### src/rtl/frame_tx.sv
// Frame transmitter: fetches FRAME_LEN bytes by index from a register bank and
// sends each as 8N1 serial data, LSB first, with an internal baud counter.
module frame_tx #(
  parameter int unsigned CLKS_PER_BIT = 434,
  parameter int unsigned FRAME_LEN    = 55,
  parameter int unsigned IDX_W        = 6
) (
  input  logic             clk,
  input  logic             reset,
  input  logic             start,
  output logic [IDX_W-1:0] rd_idx,
  input  logic [7:0]       rd_data,
  output logic             tx,
  output logic             busy,
  output logic             frame_done
);

  localparam int unsigned       BAUD_W   = (CLKS_PER_BIT > 1) ? $clog2(CLKS_PER_BIT) : 1;
  localparam logic [BAUD_W-1:0] BAUD_TC  = BAUD_W'(CLKS_PER_BIT - 1);
  localparam logic [IDX_W-1:0]  LAST_IDX = IDX_W'(FRAME_LEN - 1);

  typedef enum logic [2:0] {
    IDLE  = 3'd0,
    LOAD  = 3'd1,
    START = 3'd2,
    DATA  = 3'd3,
    STOP  = 3'd4
  } state_t;

  state_t            state;
  state_t            state_nxt;
  logic [BAUD_W-1:0] baud_cnt;
  logic [BAUD_W-1:0] baud_nxt;
  logic [2:0]        bit_cnt;
  logic [2:0]        bit_nxt;
  logic [7:0]        shift;
  logic [7:0]        shift_nxt;
  logic [IDX_W-1:0]  rd_idx_nxt;
  logic              tx_nxt;
  logic              busy_nxt;
  logic              done_nxt;
  logic              pend;
  logic              pend_nxt;
  logic              baud_tc;
  logic              accept;
  logic              last_byte;
  logic              last_bit;

  assign baud_tc   = (baud_cnt == BAUD_TC);
  assign accept    = start && !busy;
  assign last_byte = (rd_idx == LAST_IDX);
  assign last_bit  = (bit_cnt == 3'd7);

  // State register
  always_ff @(posedge clk) begin
    if (reset) begin
      state <= IDLE;
    end else begin
      state <= state_nxt;
    end
  end

  // Next-state logic
  always_comb begin
    state_nxt = state;
    case (state)
      IDLE:    if (accept) state_nxt = LOAD;
      LOAD:    state_nxt = START;
      START:   if (baud_tc) state_nxt = DATA;
      DATA:    if (baud_tc && last_bit) state_nxt = STOP;
      STOP:    if (baud_tc) state_nxt = last_byte ? IDLE : LOAD;
      default: state_nxt = IDLE;
    endcase
  end

  // Datapath and output next values; tx follows the current state one cycle
  // later, so completion is also reported one cycle after the stop-bit count
  // expires (pend) to line up with the end of the stop bit on the line.
  always_comb begin
    baud_nxt   = baud_cnt;
    bit_nxt    = bit_cnt;
    shift_nxt  = shift;
    rd_idx_nxt = rd_idx;
    tx_nxt     = 1'b1;
    busy_nxt   = busy;
    pend_nxt   = 1'b0;
    done_nxt   = pend;
    if (pend) begin
      busy_nxt = 1'b0;
    end
    case (state)
      IDLE: begin
        if (accept) begin
          rd_idx_nxt = '0;
          busy_nxt   = 1'b1;
        end
      end
      LOAD: begin
        shift_nxt = rd_data;
        baud_nxt  = '0;
      end
      START: begin
        tx_nxt = 1'b0;
        if (baud_tc) begin
          baud_nxt = '0;
          bit_nxt  = '0;
        end else begin
          baud_nxt = baud_cnt + BAUD_W'(1);
        end
      end
      DATA: begin
        tx_nxt = shift[0];
        if (baud_tc) begin
          baud_nxt  = '0;
          shift_nxt = {1'b0, shift[7:1]};
          bit_nxt   = last_bit ? 3'd0 : bit_cnt + 3'd1;
        end else begin
          baud_nxt = baud_cnt + BAUD_W'(1);
        end
      end
      STOP: begin
        if (baud_tc) begin
          baud_nxt = '0;
          if (last_byte) begin
            pend_nxt   = 1'b1;
            rd_idx_nxt = '0;
          end else begin
            rd_idx_nxt = rd_idx + IDX_W'(1);
          end
        end else begin
          baud_nxt = baud_cnt + BAUD_W'(1);
        end
      end
      default: begin
        baud_nxt = '0;
      end
    endcase
  end

  // Datapath and output registers
  always_ff @(posedge clk) begin
    if (reset) begin
      baud_cnt   <= '0;
      bit_cnt    <= '0;
      shift      <= '0;
      rd_idx     <= '0;
      tx         <= 1'b1;
      busy       <= 1'b0;
      frame_done <= 1'b0;
      pend       <= 1'b0;
    end else begin
      baud_cnt   <= baud_nxt;
      bit_cnt    <= bit_nxt;
      shift      <= shift_nxt;
      rd_idx     <= rd_idx_nxt;
      tx         <= tx_nxt;
      busy       <= busy_nxt;
      frame_done <= done_nxt;
      pend       <= pend_nxt;
    end
  end

endmodule

### config.mk
export PLATFORM = sky130hd
export DESIGN_NAME = frame_tx
export DESIGN_NICKNAME = d
export VERILOG_FILES = /design/src/rtl/frame_tx.sv
export SDC_FILE = /design/constraint.sdc
export NUM_CORES = 1
export LEC_CHECK = 0
export ABC_AREA = 1
export BUFFER_PORTS_ARGS = -buffer_cell sky130_fd_sc_hd__buf_2
export CORE_AREA = 2 2 81 83
export CTS_CLUSTER_SIZE = 30
export DETAILED_ROUTE_END_ITERATION = 8
export DIE_AREA = 0 0 83 85
export GPL_TIMING_DRIVEN = 1
export PLACE_DENSITY = 0.52
export SYNTH_ARGS = -nofsm -noshare
export SYNTH_HDL_FRONTEND = slang
export SYNTH_SLANG_ARGS = --single-unit
### constraint.sdc
create_clock -name clk -period 1.8 [get_ports clk]
set_clock_uncertainty 0.1 [all_clocks]
set_input_delay 0.09 -clock clk [delete_from_list [all_inputs] [get_ports clk]]
set_output_delay 0.09 -clock clk [all_outputs]
set_load 0.1 [all_outputs]
; ---- Word level (Yosys, flattened, before mapping)
; Cells that the tools add are included.
[totals]
reg_bits = 33
input_bits = 11
output_inout_bits = 9
wordCells = 62
[op_classes]
addsub = 3
eq_ne = 12
muxes = 23
n_bitwise = 2
n_reduce_logical = 13
[op_table]
columns = operator, count
row1 = 2-to-1 mux 3 bit, 7
row2 = 2-to-1 mux 6 bit, 3
row3 = one-hot mux 9 bit (2 select lines), 1
row4 = one-hot mux 8 bit (2 select lines), 1
row5 = one-hot mux 3 bit (5 select lines), 1
row6 = one-hot mux 6 bit (2 select lines), 1
row7 = "inequality test 2 bit, second input constant", 5
row8 = "adder 9 x 1 -> 9 bit, second input constant", 1
row9 = "== test 9 bit, second input constant", 1
row10 = 2-to-1 mux 9 bit, 1
row11 = 2-to-1 mux 8 bit, 1
row12 = "adder 6 x 1 -> 6 bit, second input constant", 1
row13 = "== test 3 x 2 -> 1 bit, second input constant", 2
row14 = "== test 3 bit, second input constant", 2
row15 = "== test 6 bit, second input constant", 1
row16 = one-hot mux 3 bit (2 select lines), 1
row17 = AND reduction 3 bit, 2
row18 = nonzero test 2 bit, 3
row19 = OR reduction 3 bit, 2
row20 = 2-to-1 mux 1 bit, 5
row21 = AND reduction 4 bit, 1
row22 = "adder 3 x 1 -> 3 bit, second input constant", 1
row23 = "== test 3 x 1 -> 1 bit, second input constant", 1
row24 = logical NOT 3 bit, 1
row25 = other kinds (5), 7

; ---- Depth between registers and ports, before layout
; Gate-level depths: netlist of the first run.
[depth]
depth_word = 4
ltp_mapped = 11
depth_no_buf = 11

; ---- Least setup slack after synthesis of the first run
; Ideal clock, no wire load.
[synth_timing]
path_kind = register to register
startpoint = register rd_idx[1]
endpoint = register rd_idx[4]
setup_ns = 0.071
arrival_time_ns = 1.860
required_ns = 1.629
path_slack_ns = -0.231
stages_incl_launch_ff = 8
path_buffers = 0
synth_period_minus_slack_ns = 2.031
cell_sequence = dfxtp_1 ha_1 nand2_1 o21bai_1 nand3_1 nor2_1 nand2_1 a21oi_1
[synth_via]
elab_chain_len = 4
word_cells_on_any_way = 5
classes_between = 1 x add/sub / 1 x eq/ne / 3 x mux
[synth_lines]
columns = element, line
row1 = start: declaration, 11  ; output logic [IDX_W-1:0] rd_idx,
row2 = start signal: assignment, 155  ; rd_idx <= rd_idx_nxt;
row3 = adder 6 x 1 -> 6 bit or == test 6 bit (tied branches), "128, 51"
row4 = 2-to-1 mux 6 bit (*), 124  ; if (last_byte) begin
row5 = 2-to-1 mux 6 bit (*), 122  ; if (baud_tc) begin
row6 = one-hot mux 6 bit (2 select lines) (*), 91  ; case (state)
; Every way passes the cells marked *; elsewhere a longest branch is shown, timed or not. The select of a mux whose other input is x is not followed.
; A chain may end at the register's enable or synchronous reset.

; ---- Worst setup path in the final report of the first run
[layout_timing]
startpoint = register baud_cnt[1]
endpoint = register shift[5]
[layout_via]
elab_chain_len = 3
[layout_lines]
columns = element, line
row1 = start: declaration, 32  ; logic [BAUD_W-1:0] baud_cnt;
row2 = start signal: assignment, 152  ; baud_cnt <= baud_nxt;
row3 = == test 9 bit, 49  ; assign baud_tc = (baud_cnt == BAUD_TC);
row4 = inequality test 2 bit (no source line), --
row5 = AND reduction 2 bit (no source line), --
row6 = end signal: assignment, 154  ; shift <= shift_nxt;
row7 = end: declaration, 36  ; logic [7:0] shift;
; No other way between the ends.

==> results of run 1 <==
-- synthesized netlist by cell type --
cell type | count | share of area, %
o21bai_1 | 2 | 0.83
o21ai_0 | 9 | 2.5
buf_2 | 1 | 0.28
o21ai_2 | 1 | 0.48
nor3_2 | 4 | 2.2
ha_1 | 6 | 4.1
inv_2 | 4 | 0.83
nand2_2 | 4 | 1.4
inv_1 | 35 | 7.3
xor2_1 | 1 | 0.48
nand4_1 | 5 | 1.7
dfxtp_1 | 33 | 36
inv_4 | 1 | 0.35
nor2_4 | 3 | 1.9
a21oi_2 | 1 | 0.48
nor3_1 | 1 | 0.28
nand3_4 | 1 | 0.97
nand2_1 | 60 | 12
o211ai_1 | 1 | 0.41
a21oi_1 | 17 | 4.7
or2_2 | 1 | 0.35
nor2_1 | 36 | 7.5
nor2_2 | 1 | 0.35
nand3_1 | 29 | 8.0
nand3_2 | 2 | 1.1
clkbuf_1 | 2 | 0.41
nand2_4 | 3 | 1.9
nand3b_1 | 1 | 0.41
-- cell type report --
class / instances / share of cell area, %
inverters: 40 / 7.068
repair buffers: 24 / 6.257
flip-flops and latches: 33 / 31.00
clock buffers: 6 / 3.824
clock inverters: 2 / 1.738
multi-input cells: 189 / 45.65
well taps: 77 / 4.461
-- flip-flops by register name (all words and copies together), names as in the netlist --
register and cells:
tx 1, baud_cnt 9, done_nxt 1, busy 1, state 3, frame_done 1
bit_cnt 3, shift 8, rd_idx 6
-- cells by family (layout without fill, tap and decap cells) --
family          count (synthesis)  after routing  share of synthesized area (%)
simple gates                  151            151                          40.40
buf+inv                        43             72                          9.116
flops                          33             33                          36.46
compound gates                 31             31                          9.392
fa+ha+maj                       6              6                          4.144
xor+xnor                        1              1                         0.4835
-- stage by stage --
stage / cell area (sq um) / std cells / hold WS [ps] / total power [W]
final: 2160 / 371 / 27.28 / 0.002766
after global routing: 2160 / 371 / 31.57 / 0.002988
after CTS: 2143 / 369 / 15.61 / 0.002797
after detailed placement: 2013 / 360 / 295.1 / 0.002046
after global placement: 2013 / 360 / 302.1 / 0.002057
after floorplan: 1819 / 265 / 51.65 / 0.001845
-- power breakdown --
group | internal (W) | leakage [nW] | switching [W]
Sequential | 0.000860 | 0.272 | 0.0000988
Combinational | 0.000306 | 0.628 | 0.000769
Clock | 0.000450 | 0.0574 | 0.000282
Total | 0.00162 | 0.957 | 0.00115
-- final timing paths --
check,depth (start not counted),endpoint,start
worst max-delay path,11,shift[5],baud_cnt[1]
worst min-delay path,5,shift[6],rd_data[6]
worst max register to register,11,shift[5],baud_cnt[1]
worst min register to register,2,frame_done,done_nxt
-- layer usage --
layer / share of wire (%) / GRT usage [%]
met4: 0.41 / 3.130
met3: 4.6 / 2.918
met2: 46 / 19.65
met5: 0 / 0
met1: 49 / 15.54
-- critical path, delay by kind of cell (launching register included) --
family / cells / cell delay [ps]
and+or+nand+nor: 7 / 530
buffers and inverters: 3 / 320
DFF: 1 / 380
adders and majority gates: 1 / 170
-- timing repair --
item / in CTS / in global routing
hold buffers: 1 / 0
setup buffers: 0 / 2
endpoints found under the setup margin: 0 / 3
gates resized for setup: 0 / 1
endpoints found under the hold margin: 1 / 0
==> run_results.csv, run 1 <==
group,metric,value,unit
run_status,outcome,"completed",
final_layout,diodes,0,
global_route,antenna_found_initial,0,
final_layout,multi_input_area,985.9,sq um
clock_network,numCtsBuffers,5,
timing,finalHoldViolCount,0,
worst_setup_path,crit_fanout,9,
clock_network,clk_latency,280,ps
floorplanning,core,6205,sq um
route,drtAntennaViolNets,0,
floorplanning,io_pins,20,
clock_network,cts_buffer_depth,2,
place,dpl.hpwl,2.846,mm
final_layout,ff_latch_area,669.4,sq um
clock_network,clk_pin_slew_worst_paths,80,ps
worst_setup_path,criticalPathCategory,"flip-flop to flip-flop",
route,wl_per_cell,10.47,um
timing,grt_setup_unrepaired,"false",
synth,syn-cell-area,1812,sq um
synth,yosys.cell_types.count,28,
pwr,p_leak,0.9570,nW
floorplanning,die_h,85,um
worst_setup_path,worstPathRequired,1920,ps
final_layout,fillers,670,
worst_setup_path,end_kind,"flip-flop",
place,globalplace.congestion,0.8163,
timing,worst_pin_slew,571.3,ps
global_route,gr-usage-all-layers,11.87,%
floorplanning,rows,29,
pwr,power.density,1281,nW/um^2
place,pre_cts_slack,210.8,ps
floorplanning,fp.dieW,83,um
floorplanning,dieArea,7055,sq um
final_layout,drive_gt1_share,21.77,%
final_layout,fin_util,34.81,%
synth,synth_nets,282,
route,drc_errors,0,
final_layout,final_cell_mix,"60 x nand2_1, 36 x nor2_1, 35 x inv_1, 29 x nand3_1, 26 x dfxtp_1",
route,drt_wl_total,3.885,mm
global_route,grt_pass1_wl,7.017,mm
worst_setup_path,worstPathCellList,"inv_1 -> ha_1 -> nand2_1 -> nor2_1 -> nand2_2 -> nor2_4 -> inv_2 -> nand2_1 -> inv_2 -> nor2_1 -> nor2_1",
worst_setup_path,reg2reg_slack,240,ps
synth,syn_inst,265,
global_route,grt_overflow,0,
floorplanning,initial_core_util,29.20,%
synth,synth_warnings,0,
clock_network,root_buffer,"clkbuf_8",
synth,avgSynthCellArea,6.837,sq um
worst_setup_path,worst_ep_arrival_time,1680,ps
route,drtPass1Iterations,4,
pwr,ir_drop,0.5998,mV
hold_path,hp-class,"primary input to flip-flop",
place,port_buffers,19,
flow_run,maxCapViolations,0,
synth,synth-seq-cells,33,
synth,ys_seq_area_share,36.46,%
timing,slew_headroom,61.87,%
final_layout,layout_commonest_cell,"nand2_1",
worst_setup_path,worstSetupStartpointType,"flip-flop",
final_layout,final_nets,310,
global_route,grt_max_degree,16,
timing,worst_slack,237.0,ps
worst_setup_path,cpMaxStageDelayCell,"dfxtp_1",
clock_network,cts-htree-levels,2,
timing,setup_violations,0,
timing,fmax,639.8,MHz
timing,fin_setup_tns,0,ps
timing,drv_slew,0,
clock_network,clock-sinks,33,
route,vias,1660,
global_route,grt_pass1_vias,1576,
route,drt_iter0_drc,110,
timing,finalCritPeriodShare,86.83,%
worst_setup_path,crit_top_cell,"nor2_1",
timing,min_period,1563,ps
clock_network,cts_tree,"built",
route,viasPerCell,4.474,
worst_setup_path,cpPeakStageDelay,380,ps
final_layout,synthToLayoutAreaGrowth,19.20,%
Note: power is estimated with default switching activity, not from simulation.
==> run 2: changes to the inputs <==
--- a/config.mk
+++ b/config.mk
@@ -12,7 +12,7 @@
 export DETAILED_ROUTE_END_ITERATION = 8
 export DIE_AREA = 0 0 83 85
 export GPL_TIMING_DRIVEN = 1
-export PLACE_DENSITY = 0.52
+export PLACE_DENSITY = 0.45
 export SYNTH_ARGS = -nofsm -noshare
 export SYNTH_HDL_FRONTEND = slang
 export SYNTH_SLANG_ARGS = --single-unit
==> run_results.csv, run 2 (synthesis gave the netlist of run 1 again) <==
group,metric,value,unit
route,wl_per_cell,10.80,um
floorplanning,fp.dieW,83,um
clock_network,cts_tree,"built",
final_layout,final_cell_area,2153,sq um
place,port_buffers,19,
timing,worst_pin_slew,586.6,ps
route,drtAntennaViolNets,0,
clock_network,clock-sinks,33,
hold_path,min_path_cells,5,
floorplanning,rows,29,
place,globalplace.congestion,0.7381,
timing,fmax,621.0,MHz
global_route,grt_overflow,0,
global_route,antenna_found_initial,0,
clock_network,numCtsBuffers,5,
worst_setup_path,worst_ep_arrival_time,1700,ps
final_layout,fillers,678,
timing,worst_slack,189.6,ps
place,place_area,2013,sq um
route,drtPass1Iterations,4,
final_layout,largest_reg_flops,9,
worst_setup_path,worstSetupStartpointType,"flip-flop",
final_layout,final_nets,309,
route,drt_wl_total,3.995,mm
hold_path,hp-class,"primary input to flip-flop",
place,pre_cts_slack,184.2,ps
global_route,grt_pass1_vias,1462,
worst_setup_path,worstPathRequired,1890,ps
place,dp_cells,360,
route,viasPerCell,4.400,
place,dpl.hpwl,2.886,mm
clock_network,cts_resized,0,
worst_setup_path,r2r-start,"baud_cnt[0]",
global_route,grt_use_met3,3.113,%
final_layout,largestRegisters,"baud_cnt x9, shift x8, rd_idx x6",
timing,hold_slack,21.74,ps
flow_run,maxCapViolations,0,
clock_network,cts_setup_buffers,0,
hold_path,min_from,"rd_data[3]",
final_layout,top_register,"baud_cnt",
clock_network,root_buffer,"clkbuf_8",
floorplanning,initial_core_util,29.20,%
hold_path,holdPathEnd,"shift[3]",
final_layout,drive_gt1_share,20.82,%
worst_setup_path,reg2reg_to,"shift[2]",
final_layout,diodes,0,
timing,fin_setup_tns,0,ps
timing,finalCritPeriodShare,89.47,%
timing,grt_setup_unrepaired,"false",
floorplanning,core,6205,sq um
route,drc_errors,0,
global_route,busiest_layer,"met2",
floorplanning,dieArea,7055,sq um
final_layout,stdcell_count,370,
clock_network,clk_pin_slew_worst_paths,80,ps
global_route,gr-usage-all-layers,11.78,%
pwr,p_leak,0.9511,nW
clock_network,cts-htree-levels,2,
run_status,outcome,"completed",
worst_setup_path,reg2reg_depth,10,
clock_network,clk_latency,290,ps
floorplanning,io_pins,20,
final_layout,final_cell_mix,"60 x nand2_1, 36 x nor2_1, 35 x inv_1, 29 x nand3_1, 27 x dfxtp_1",
global_route,grt_pass1_wl,6.748,mm
route,drt_iter0_drc,103,
global_route,use_met1,16.29,%
worst_setup_path,reg2reg_slack,190,ps
clock_network,cts_buffer_depth,2,
worst_setup_path,crit_fanout,9,
route,vias,1628,
timing,finalHoldViolCount,0,
final_layout,layout_commonest_cell,"nand2_1",
final_layout,synthToLayoutAreaGrowth,18.85,%
worst_setup_path,end_kind,"flip-flop",
floorplanning,die_h,85,um
timing,slew_headroom,60.85,%
global_route,grt_max_degree,16,
global_route,grt_util_met2,17.60,%
pwr,ir_drop,0.5293,mV
timing,drv_slew,0,
timing,setup_violations,0,
timing,min_period,1610,ps
worst_setup_path,criticalPathCategory,"flip-flop to flip-flop",
pwr,power.density,1286,nW/um^2
## run 2: per-layer routing
layer  vias to the layer above  part of all wire (%)  routed length [um]
li1                        897                     -                   -
met1                       702                    52                2084
met2                        24                    43                1717
met3                         5                   3.5                 139
met4                         0                   1.4                  54
met5                         -                     0                   0
## run 2: worst max-delay path by stage
| stage | startpoint | end | cells past startpoint |
|---|---|---|---|
| 2_1_floorplan | busy | state[1] | 8 |
| 3_3_place_gp | baud_cnt[0] | shift[0] | 10 |
| 3_5_place_dp | baud_cnt[0] | shift[2] | 10 |
| 4_1_cts | baud_cnt[0] | shift[2] | 10 |
| 5_1_grt | baud_cnt[1] | rd_idx[4] | 9 |
| 6_report | baud_cnt[0] | shift[2] | 10 |
## run 2: power breakdown
part           internal (W)  total (W)  switching (W)
logic              0.000307    0.00108       0.000769
clock network      0.000450   0.000733       0.000283
registers          0.000857   0.000959       0.000102
## run 2: what timing repair did
item,4_1_cts,5_1_grt
setup endpoints to repair,0,0
hold endpoints to repair,2,0
hold buffers,2,0
## run 2: worst max-delay path, stage by stage, from the launching register on
cell     delay (ps)
dfxtp_1         390
ha_1            160
nand2_1          50
nor2_1          110
nand2_2         160
nor2_4          150
inv_2           100
nand2_1          80
inv_2            80
nor2_1           90
nor2_1           40
## run 2: final cells by class
cell class	count	area [sq um]	share of cell area, %
multi-input cells	189	985.9	45.79
flip-flops and latches	33	668.1	31.03
inverters	40	152.6	7.089
repair buffers	23	130.1	6.043
well taps	77	96.34	4.474
clock buffers	6	82.58	3.835
clock inverters	2	37.54	1.743
## run 2: through the flow
step | power, W | utilization (%)
2_1_floorplan | 0.001845 | -
3_3_place_gp | 0.002069 | 32.45
3_5_place_dp | 0.002057 | 32.45
4_1_cts | 0.002816 | 34.70
5_1_grt | 0.002979 | 34.70
6_report | 0.002769 | 34.70
==> run 3: changes to the inputs <==
--- a/config.mk
+++ b/config.mk
@@ -5,9 +5,10 @@
 export SDC_FILE = /design/constraint.sdc
 export NUM_CORES = 1
 export LEC_CHECK = 0
-export ABC_AREA = 1
+export ABC_AREA = 0
 export BUFFER_PORTS_ARGS = -buffer_cell sky130_fd_sc_hd__buf_2
 export CORE_AREA = 2 2 81 83
+export CTS_BUF_LIST = sky130_fd_sc_hd__clkbuf_8
 export CTS_CLUSTER_SIZE = 30
 export DETAILED_ROUTE_END_ITERATION = 8
 export DIE_AREA = 0 0 83 85
==> run_results.csv, run 3 <==
group,metric,value,unit
clock_network,clk_latency,280,ps
clock_network,cts-htree-levels,2,
final_layout,drive_gt1_share,38.67,%
synth,synth_top_area_cell,"dfxtp_1",
flow_run,maxCapViolations,0,
place,dp_cells,321,
floorplanning,rows,29,
final_layout,final_nets,272,
worst_setup_path,cpMaxStageDelayCell,"or4b_4",
pwr,seq_power_share,43.5,%
synth,synth-seq-cells,33,
synth,avgSynthCellArea,8.968,sq um
worst_setup_path,reg2reg_slack,50,ps
synth,synth-edff-count,0,
run_status,outcome,"completed",
timing,drv_slew,0,
final_layout,final_cell_mix,"35 x buf_4, 23 x dfxtp_1, 19 x buf_2, 18 x nand2_1, 16 x a21oi_1",
worst_setup_path,path_delay_family,"simple AND/OR/NAND/NOR gates",
timing,slew_headroom,67.68,%
final_layout,diodes,0,
clock_network,cts_tree,"built",
route,drtPass1Iterations,4,
synth,syn-cell-area,1820,sq um
pwr,combPwrFrac,29.6,%
timing,grt_setup_unrepaired,"false",
worst_setup_path,worstPathCellList,"or4b_4 -> o21ai_4 -> buf_4 -> a21oi_1 -> a311oi_2",
final_layout,largest_reg_flops,9,
floorplanning,io_pins,20,
clock_network,cts_buffer_depth,2,
floorplanning,initial_core_util,29.34,%
clock_network,clock-sinks,33,
worst_setup_path,worst_ep_arrival_time,1840,ps
place,port_buffers,19,
place,dpl.hpwl,3.190,mm
synth,synthArstFlopShare,0,%
clock_network,root_buffer,"clkbuf_8",
synth,syn_inst,203,
floorplanning,fp.dieW,83,um
pwr,pwr-share-clk,27.0,%
global_route,grt_max_degree,20,
route,viasPerCell,4.859,
floorplanning,dieArea,7055,sq um
clock_network,clk_pin_slew_worst_paths,70,ps
synth,synth_nets,220,
timing,setup_violations,0,
worst_setup_path,worstSetupStartpointType,"flip-flop",
route,drtAntennaViolNets,0,
synth,yosys.cell_types.count,48,
timing,finalCritPeriodShare,97.40,%
global_route,antenna_found_initial,0,
synth,yosys-top-cells-area,"dfxtp_1 36%, a311oi_2 5.8%, a21oi_1 4.4%, ha_1 4.1%, nand3_1 4.1%",
worst_setup_path,end_kind,"flip-flop",
worst_setup_path,crit_fanout,4,
route,drc_errors,0,
floorplanning,core,6205,sq um
final_layout,largestRegisters,"baud_cnt x9, shift x8, rd_idx x6",
final_layout,top_register,"baud_cnt",
global_route,grt_pass1_vias,1540,
pwr,p_leak,0.9009,nW
worst_setup_path,worstPathRequired,1890,ps
hold_path,hp-class,"primary input to flip-flop",
synth,synth_top_cell_area_share,36.29,%
pwr,finalPower,0.001947,W
timing,fmax,570.4,MHz
route,wl_per_cell,12.91,um
pwr,swShare,33.49,%
synth,synth_commonest_cells,"33 x dfxtp_1, 19 x nand2_1, 16 x a21oi_1",
pwr,ir_drop,0.3388,mV
synth,synth-main-ff-cell,"dfxtp_1",
final_layout,layout_commonest_cell,"buf_4",
route,drt_wl_total,4.298,mm
pwr,intPower,0.001295,W
synth,ys_seq_area_share,36.29,%
pwr,p_sw,0.0006522,W
route,vias,1618,
place,globalplace.congestion,0.7381,
global_route,grt_pass1_wl,7.203,mm
synth,synth_warnings,0,
clock_network,numCtsBuffers,5,
final_layout,stdcell_count,333,
timing,worst_pin_slew,488.2,ps
floorplanning,die_h,85,um
synth,yosysMostFrequentCell,"dfxtp_1",
worst_setup_path,cpPeakStageDelay,570,ps
final_layout,synthToLayoutAreaGrowth,31.75,%
global_route,gr-usage-all-layers,12.52,%
route,drt_iter0_drc,69,
pwr,power.density,811.9,nW/um^2
timing,min_period,1753,ps
worst_setup_path,criticalPathCategory,"flip-flop to flip-flop",
global_route,grt_overflow,0,
timing,finalHoldViolCount,0,
worst_setup_path,worst-path-buf-inv,1,
[run 3: cell types whose count changed after synthesis, moves of 5 or more]
cell      previous run  this run
nand2_1             60        19
inv_1               35         6
nor2_1              36        13
nand3_1             29        15
a311oi_2             0         7
buf_2                1         6
clkbuf_1             2         7
o21ai_0              9         4
xnor2_1              0         5
[run 3: metrics by stage]
step	hold slack, ps	area [sq um]	util (%)	setup TNS (ps)	setup WS [ps]
5_1_grt	2.760	2399	38.66	0	10.26
3_5_place_dp	280.0	2241	36.12	-152.1	-37.55
6_report	9.307	2399	38.66	0	46.77
4_1_cts	3.802	2355	37.95	-0.3793	-0.3793
3_3_place_gp	275.3	2241	36.12	-188.5	-33.26
2_1_floorplan	61.61	1834	-	0	49.45
[run 3: cell type report]
cell class	count	area, sq um
Multi-Input combinational cell	150	1102
Timing Repair Buffer	59	419.2
Fill cell	627	3806
Clock inverter	3	11.26
Tap cell	77	96.34
Clock buffer	5	68.82
Sequential cell	33	678.2
Inverter	6	22.52
[run 3: path summary, 6_finish.rpt]
path / start / to / cells past startpoint
setup / recovery: baud_cnt[2] / shift[5] / 5
hold / removal: reset / rd_idx[2] / 2
setup reg to reg: baud_cnt[2] / shift[5] / 5
hold reg to reg: done_nxt / frame_done / 1
[run 3: timing repair]
item	4_1_cts	5_1_grt
endpoints found under the hold margin	3	0
hold buffers	3	0
resized for setup	3	10
setup buffers	0	1
endpoints found under the setup margin	12	15
pin swaps	1	3
[run 3: logic make-up after synthesis]
logic type / after synthesis / synth area share, %
fa+ha+maj: 6 / 4.124
xor+xnor: 7 / 3.368
buf+inv: 20 / 4.949
flops: 33 / 36.29
compound gates: 54 / 25.09
simple gates: 82 / 25.64
mux: 1 / 0.5499
[run 3: power groups by stage]
stage / clock network [W] / registers [W] / logic, W
global route: 0.000572 / 0.000856 / 0.000627
CTS: 0.000548 / 0.000843 / 0.000567
detailed placement: 0 / 0.000859 / 0.000558
global placement: 0 / 0.000857 / 0.000563
floorplan: 0 / 0.000914 / 0.000311
finish: 0.000525 / 0.000847 / 0.000576
[run 3: layer usage]
metal	part of all wire, %	GRT usage [%]	up-vias
met5	0	0	-
met3	3.0	2.626	2
met4	0.70	4.024	0
li1	-	-	855
met2	43	19.57	24
met1	53	17.32	737
